## src/rtl/ram_req_ctrl_pkg.sv

```systemverilog
// Shared types for the RAM request front end: request record, FSM states
// and the RAM geometry constants.
package ram_req_ctrl_pkg;

    localparam int RAM_ADDR_W = 10;
    localparam int RAM_DATA_W = 4;
    localparam int RAM_QDEPTH = 2;

    typedef struct packed {
        logic                  we;
        logic [RAM_ADDR_W-1:0] addr;
        logic [RAM_DATA_W-1:0] wdata;
    } ram_req_t;

    typedef enum logic [2:0] {
        IDLE,
        WR,
        RD_ADDR,
        RD_OE,
        RD_CAP
    } ctrl_state_e;

endpackage

```

## src/rtl/ram_req_fifo.sv

```systemverilog
// Two-entry request FIFO; head entry is always visible on pop_data.
module ram_req_fifo
    import ram_req_ctrl_pkg::*;
(
    input  logic       clk,
    input  logic       reset,
    input  logic       push,
    input  ram_req_t   push_data,
    input  logic       pop,
    output ram_req_t   pop_data,
    output logic       full,
    output logic       empty,
    output logic [1:0] count
);

    ram_req_t mem [2];
    logic     wr_ptr;
    logic     rd_ptr;
    logic     do_push;
    logic     do_pop;

    assign full     = (count == 2'd2);
    assign empty    = (count == 2'd0);
    assign do_push  = push && !full;
    assign do_pop   = pop && !empty;
    assign pop_data = mem[rd_ptr];

    always_ff @(posedge clk) begin
        if (do_push) mem[wr_ptr] <= push_data;
    end

    always_ff @(posedge clk or posedge reset) begin
        if (reset) begin
            wr_ptr <= 1'b0;
            rd_ptr <= 1'b0;
            count  <= 2'd0;
        end else begin
            if (do_push) wr_ptr <= ~wr_ptr;
            if (do_pop)  rd_ptr <= ~rd_ptr;
            // simultaneous push and pop leaves the occupancy unchanged
            case ({do_push, do_pop})
                2'b10:   count <= count + 2'd1;
                2'b01:   count <= count - 2'd1;
                default: count <= count;
            endcase
        end
    end

endmodule

```

## src/rtl/ram_req_ctrl.sv

```systemverilog
// RAM request front end: queues read/write requests and sequences them onto
// the RAM cs/we/oe pins, returning read data as a one-cycle response pulse.
module ram_req_ctrl
    import ram_req_ctrl_pkg::*;
#(
    parameter int ADDR_W = RAM_ADDR_W,
    parameter int DATA_W = RAM_DATA_W,
    parameter int QDEPTH = RAM_QDEPTH
) (
    input  logic              clk,
    input  logic              reset,
    input  logic              req_valid,
    output logic              req_ready,
    input  logic              req_we,
    input  logic [ADDR_W-1:0] req_addr,
    input  logic [DATA_W-1:0] req_wdata,
    output logic              rsp_valid,
    output logic [DATA_W-1:0] rsp_rdata,
    output logic [ADDR_W-1:0] rsp_addr,
    output logic              ram_cs,
    output logic              ram_we,
    output logic              ram_oe,
    output logic [ADDR_W-1:0] ram_address,
    output logic [DATA_W-1:0] ram_data_in,
    input  logic [DATA_W-1:0] ram_data_out
);

    ctrl_state_e state;
    ctrl_state_e nxt;
    ram_req_t    in_req;
    ram_req_t    head;
    logic        push;
    logic        pop;
    logic        q_full;
    logic        q_empty;
    logic [1:0]  q_count;

    assign in_req    = '{we: req_we, addr: req_addr, wdata: req_wdata};
    assign req_ready = (q_count != 2'(QDEPTH));
    assign push      = req_valid && !q_full;

    ram_req_fifo u_fifo (
        .clk       (clk),
        .reset     (reset),
        .push      (push),
        .push_data (in_req),
        .pop       (pop),
        .pop_data  (head),
        .full      (q_full),
        .empty     (q_empty),
        .count     (q_count)
    );

    always_ff @(posedge clk or posedge reset) begin
        if (reset) state <= IDLE;
        else       state <= nxt;
    end

    // IDLE, WR and RD_CAP all dispatch the queue head directly, so writes
    // stream one per cycle and reads one per three.
    always_comb begin
        nxt = state;
        pop = 1'b0;
        case (state)
            IDLE, WR, RD_CAP: begin
                if (!q_empty) begin
                    pop = 1'b1;
                    nxt = head.we ? WR : RD_ADDR;
                end else begin
                    nxt = IDLE;
                end
            end
            RD_ADDR: nxt = RD_OE;
            RD_OE:   nxt = RD_CAP;
            default: nxt = IDLE;
        endcase
    end

    // Pin outputs are registered from the next state so they are stable for
    // the whole cycle spent in that state.
    always_ff @(posedge clk or posedge reset) begin
        if (reset) begin
            ram_cs      <= 1'b0;
            ram_we      <= 1'b0;
            ram_oe      <= 1'b0;
            ram_address <= '0;
            ram_data_in <= '0;
            rsp_valid   <= 1'b0;
            rsp_rdata   <= '0;
            rsp_addr    <= '0;
        end else begin
            ram_cs    <= (nxt != IDLE);
            ram_we    <= (nxt == WR);
            ram_oe    <= (nxt == RD_OE) || (nxt == RD_CAP);
            rsp_valid <= (state == RD_CAP);
            if (pop)             ram_address <= head.addr;
            if (pop && head.we)  ram_data_in <= head.wdata;
            if (state == RD_CAP) begin
                rsp_rdata <= ram_data_out;
                rsp_addr  <= ram_address;
            end
        end
    end

endmodule
```

## config.mk

```make
export PLATFORM = sky130hd
export DESIGN_NAME = ram_req_ctrl
export DESIGN_NICKNAME = d
export VERILOG_FILES = /design/src/rtl/ram_req_ctrl_pkg.sv /design/src/rtl/ram_req_fifo.sv /design/src/rtl/ram_req_ctrl.sv
export SDC_FILE = /design/constraint.sdc
export NUM_CORES = 1
export LEC_CHECK = 0
export BUFFER_PORTS_ARGS = -buffer_cell sky130_fd_sc_hd__buf_4
export CAP_MARGIN = 15
export CELL_PAD_IN_SITES_DETAIL_PLACEMENT = 1
export CELL_PAD_IN_SITES_GLOBAL_PLACEMENT = 2
export CORE_AREA = 2 2 86 88
export DETAILED_ROUTE_END_ITERATION = 10
export DIE_AREA = 0 0 88 90
export PLACE_DENSITY_LB_ADDON = 0.1
export SLEW_MARGIN = 5
export SYNTH_ARGS = -nofsm -noshare
export SYNTH_HDL_FRONTEND = slang
export SYNTH_SLANG_ARGS = --single-unit
export TNS_END_PERCENT = 1
```

## constraint.sdc

```tcl
create_clock -name clk -period 2.45 [get_ports clk]
set_clock_uncertainty 0.15 [all_clocks]
set_input_delay 0.1225 -clock clk [delete_from_list [all_inputs] [get_ports clk]]
set_output_delay 0.1225 -clock clk [all_outputs]
set_load 0.005 [all_outputs]
```

==> Flow_metrics.wiki <==
{| class="wikitable"
! Metric !! Value
|-
| Multiplexer share of the synthesized area || 18.8%
|-
| Area share of fa/ha/maj cells after synthesis || 0.487%
|-
| Number of fillers in the final layout || 687
|-
| Endpoint class of the critical path || flop
|-
| Kind of start point of the critical path || flop
|-
| Post-detailed-route wirelength per cell || 15.5 um
|-
| Worst-path cell chain || nor2_1 > a211oi_2 > ha_1 > nor2_1 > xor2_1
|-
| Total number of yosys warnings || 0
|-
| Main combinational cell family by area after synthesis || multiplexers
|-
| Critical Path RT || 2.55 ns
|-
| Compound-cell area share of the yosys netlist || 2.19%
|-
| Estimated wirelength of the detail-placed design || 3.57 mm
|-
| Initial core utilization || 36.6%
|-
| Time the worst path needs with I/O delays and setup || 1.81 ns
|-
| Smallest setup slack after layout || 0.643 ns
|-
| Count of cell instances traversed by the critical path || 5
|-
| Most Frequent Cell on Critical Path || sky130_fd_sc_hd__nor2_1
|-
| Top-level I/O count || 55
|-
| Setup repair after global routing missed its margin || no
|-
| Netlist area before placement || 2570 um2
|-
| Placer congestion estimate || 0.701
|-
| Routed Antenna Nets || 0
|-
| Internal power component || 0.00313 W
|-
| Number of antenna violations at the first check in global routing || 0
|-
| Final std cells w/o fill || 332
|-
| Number of cells produced by synthesis || 138
|-
| Highest clock frequency the design can meet || 553 MHz
|-
| Cell Pwr Density || 1240 nW/um2
|-
| Core region area || 7020 um2
|-
| Final worst-path cycle share || 73.7%
|-
| Synthesized flop and latch total || 69
|-
| Clock Power Share || 20.1%
|-
| Die Ht || 90 um
|-
| Number of buffers added for setup after CTS || 0
|-
| Sw Share || 29.2%
|-
| Number of nets produced by synthesis || 161
|-
| Post-cts resize count || 0
|-
| Routed wire length || 5.15 mm
|-
| Number of distinct library cells after synthesis || 21
|-
| Detailed-route via count || 1490
|-
| Mean Syn Cell Area || 18.6 um2
|-
| Clock tree from TritonCTS || built
|-
| First drt pass iteration count || 4
|-
| Detailed-route DRC error count || 0
|-
| Number of placed instances, taps included || 294
|-
| Slew at the pin closest to its max-slew limit || 0.575 ns
|-
| Max Buffers Root-to-Sink || 2
|-
| Floorplan die area || 7920 um2
|-
| TritonCTS sink count || 69
|-
| Clock Pin Slew Worst Setup and Hold Paths || 0.07 ns
|-
| Floorplan die width || 88 um
|-
| Pin count of the biggest net entering global routing || 29
|-
| H-Tree Level Count || 3
|-
| Root Buffer Master || sky130_fd_sc_hd__clkbuf_8
|-
| Peak per-stage delay on the critical path || 0.42 ns
|-
| Post-placement worst setup slack || 0.600 ns
|-
| Antenna fix cells || 0
|-
| Worst Hold Class || in2async
|-
| Fraction of power consumed by sequential logic || 43.6%
|-
| Category of the most critical setup path || reg2reg
|-
| Xor-xnor portion of the synthesized cell area || 1.70%
|-
| Max Cap Viol || 0
|-
| Setup-failing EPs final || 0
|-
| Port Buf Inserts || 54
|-
| Total power || 0.00442 W
|-
| Syn-to-layout area delta || 38.3%
|-
| Maximum fanout along the worst path || 4
|-
| Arrival time at the worst endpoint || 1.90 ns
|-
| Final hold violations || 0
|-
| Area of all sequential standard cells || 1880 um2
|-
| Maximum vdd drop || 0.624 mV
|-
| Number of hold-repair buffers added at the cts stage || 21
|-
| Number of core rows || 31
|-
| Final total negative setup slack || 0 ns
|-
| Layout cells sized above 1 || 52.8%
|-
| Buffers & Inverters on Critical Path || 0
|-
| Initial detailed-routing violation count || 39
|-
| Total area of multi-input combinational cells || 657 um2
|-
| GRT Resource Usage Total || 14.8%
|-
| Leak || 1.49 nW
|-
| Net Sw Power || 0.00129 W
|-
| Sum of overflow across all layers after global routing || 0
|-
| Nets@finish || 251
|-
| Share of synthesized cell area in and, or, nand and nor gates || 2.29%
|-
| Relative max-transition margin || 61.6%
|-
| Inserted Clock Buffers || 9
|-
| Combinational share of power || 36.2%
|-
| Outcome || finished clean
|-
| Hold Slack || 0.136 ns
|-
| Mean number of vias per cell || 4.49
|-
| Vias in the first global route || 1665
|-
| Latest clock arrival within the worst-skew pair || 0.32 ns
|-
| Number of pins exceeding their max-slew limit in the final report || 0
|-
| Wire length of the first global-routing pass || 8.65 mm
|-
| Number of cell instances on the worst register-to-register path || 5
|-
| Kind of cell adding the most delay to the critical path || flip-flops
|-
| Seq/Total Area, Yosys || 73.1%
|-
| Slowest stage cell on the critical path || sky130_fd_sc_hd__dfrtp_1
|}
## cell usage after synthesis
cell / number / share of area [%]
sky130_fd_sc_hd__mux2_2: 42 / 18
sky130_fd_sc_hd__dfrtp_1: 39 / 38
sky130_fd_sc_hd__edfxtp_1: 30 / 35
sky130_fd_sc_hd__nand2b_1: 3 / 0.73
sky130_fd_sc_hd__nor2_1: 3 / 0.44
sky130_fd_sc_hd__xnor2_1: 3 / 1.0
sky130_fd_sc_hd__buf_4: 2 / 0.58
sky130_fd_sc_hd__inv_1: 2 / 0.29
sky130_fd_sc_hd__xor2_1: 2 / 0.68
sky130_fd_sc_hd__a2111oi_4: 1 / 1.1
sky130_fd_sc_hd__a211oi_2: 1 / 0.49
sky130_fd_sc_hd__and2_1: 1 / 0.24
sky130_fd_sc_hd__and3_1: 1 / 0.24
sky130_fd_sc_hd__buf_6: 1 / 0.44
sky130_fd_sc_hd__clkbuf_1: 1 / 0.15
sky130_fd_sc_hd__ha_1: 1 / 0.49
sky130_fd_sc_hd__mux2i_1: 1 / 0.39
sky130_fd_sc_hd__nand2_1: 1 / 0.15
sky130_fd_sc_hd__nor3b_2: 1 / 0.49
sky130_fd_sc_hd__o21bai_1: 1 / 0.29
sky130_fd_sc_hd__o2bb2ai_1: 1 / 0.34
## metal layers
metal	track usage (%)	share of wire, %	up-vias
met5	0	0	-
met4	7.18	1.8	0
met3	3.49	4.1	10
met2	23.5	51	38
met1	18.8	43	759
li1	-	-	683
## through the flow
stage               instance area [um2]  util (%)
global route                       3550      50.6
detailed placement                 3120      44.5
finish                             3550      50.6
CTS                                3520      50.2
floorplan                          2570         -
global placement                   3120      44.5
## cells by family (layout without fill, tap and decap cells)
| group | after synthesis | in the layout |
|---|---|---|
| AOI/OAI and AO/OA | 4 | 4 |
| adders and majority gates | 1 | 1 |
| DFF | 69 | 69 |
| muxes | 43 | 43 |
| buffers and inverters | 6 | 101 |
| xor gates and xnor gates | 5 | 5 |
| and+or+nand+nor | 10 | 10 |
## layout make-up
cell class                      instances  share of cell area [%]
Sequential cell                        69                    52.8
Multi-Input combinational cell         63                    18.5
Tap cell                               99                    3.49
Timing Repair Buffer                   83                    19.6
Clock inverter                          5                    1.41
Inverter                                2                   0.211
Clock buffer                           11                    3.98
## tightest hold or removal path, stage by stage
cell	delay (ns)
sky130_fd_sc_hd__dlygate4sd3_1	0.54
sky130_fd_sc_hd__buf_4	0.13
sky130_fd_sc_hd__clkinv_1	0.21
## flip-flops by register name, indices dropped and copies added (netlist names)
signal and cells:
ram_oe 1, rsp_rdata 4, state 3, u_fifo.count 2, ram_address 10, rsp_valid 1, rsp_addr 10, ram_cs 1
u_fifo.rd_ptr 1, u_fifo.wr_ptr 1, ram_data_in 4, ram_we 1, u_fifo.mem 30
## layout by cell type, fill, tap and decap left out, drive strengths merged
cell and n:
buf 62, mux2 42, dfrtp 39, edfxtp 30, dlygate4sd3 21, clkbuf 11, clkinv 5, nand2b 3
xnor2 3, nor2 3, xor2 2, nand2 1, a211oi 1, mux2i 1, a2111oi 1, nor3b 1
inv 1, and2 1, o21bai 1, o2bb2ai 1, and3 1, ha 1, bufinv 1
## power groups by stage
stage                     sequential (W)  clock (W)  combinational, W
after global placement           0.00192          0           0.00154
after detailed placement         0.00196          0           0.00160
after floorplan                  0.00192          0          0.000886
after global routing             0.00199   0.000964           0.00176
final                            0.00193   0.000890           0.00160
after CTS                        0.00194   0.000921           0.00164
## final timing paths
kind | endpoint | slack, ns | start
worst max-delay path | u_fifo.count[1]$_DFFE_PP0P_ | 0.64 | u_fifo.count[0]$_DFFE_PP0P_
worst min-delay path | rsp_addr[6]$_DFFE_PP0N_ | 0.14 | reset
worst max register to register | u_fifo.count[1]$_DFFE_PP0P_ | 0.64 | u_fifo.count[0]$_DFFE_PP0P_
worst min register to register | rsp_addr[5]$_DFFE_PP0N_ | 0.36 | rsp_addr[5]$_DFFE_PP0N_
max in group asynchronous | state[2]$_DFF_PP0_ | 1.38 | reset
min in group clk | rsp_addr[5]$_DFFE_PP0N_ | 0.36 | rsp_addr[5]$_DFFE_PP0N_
(Power assumes the default switching activity.)
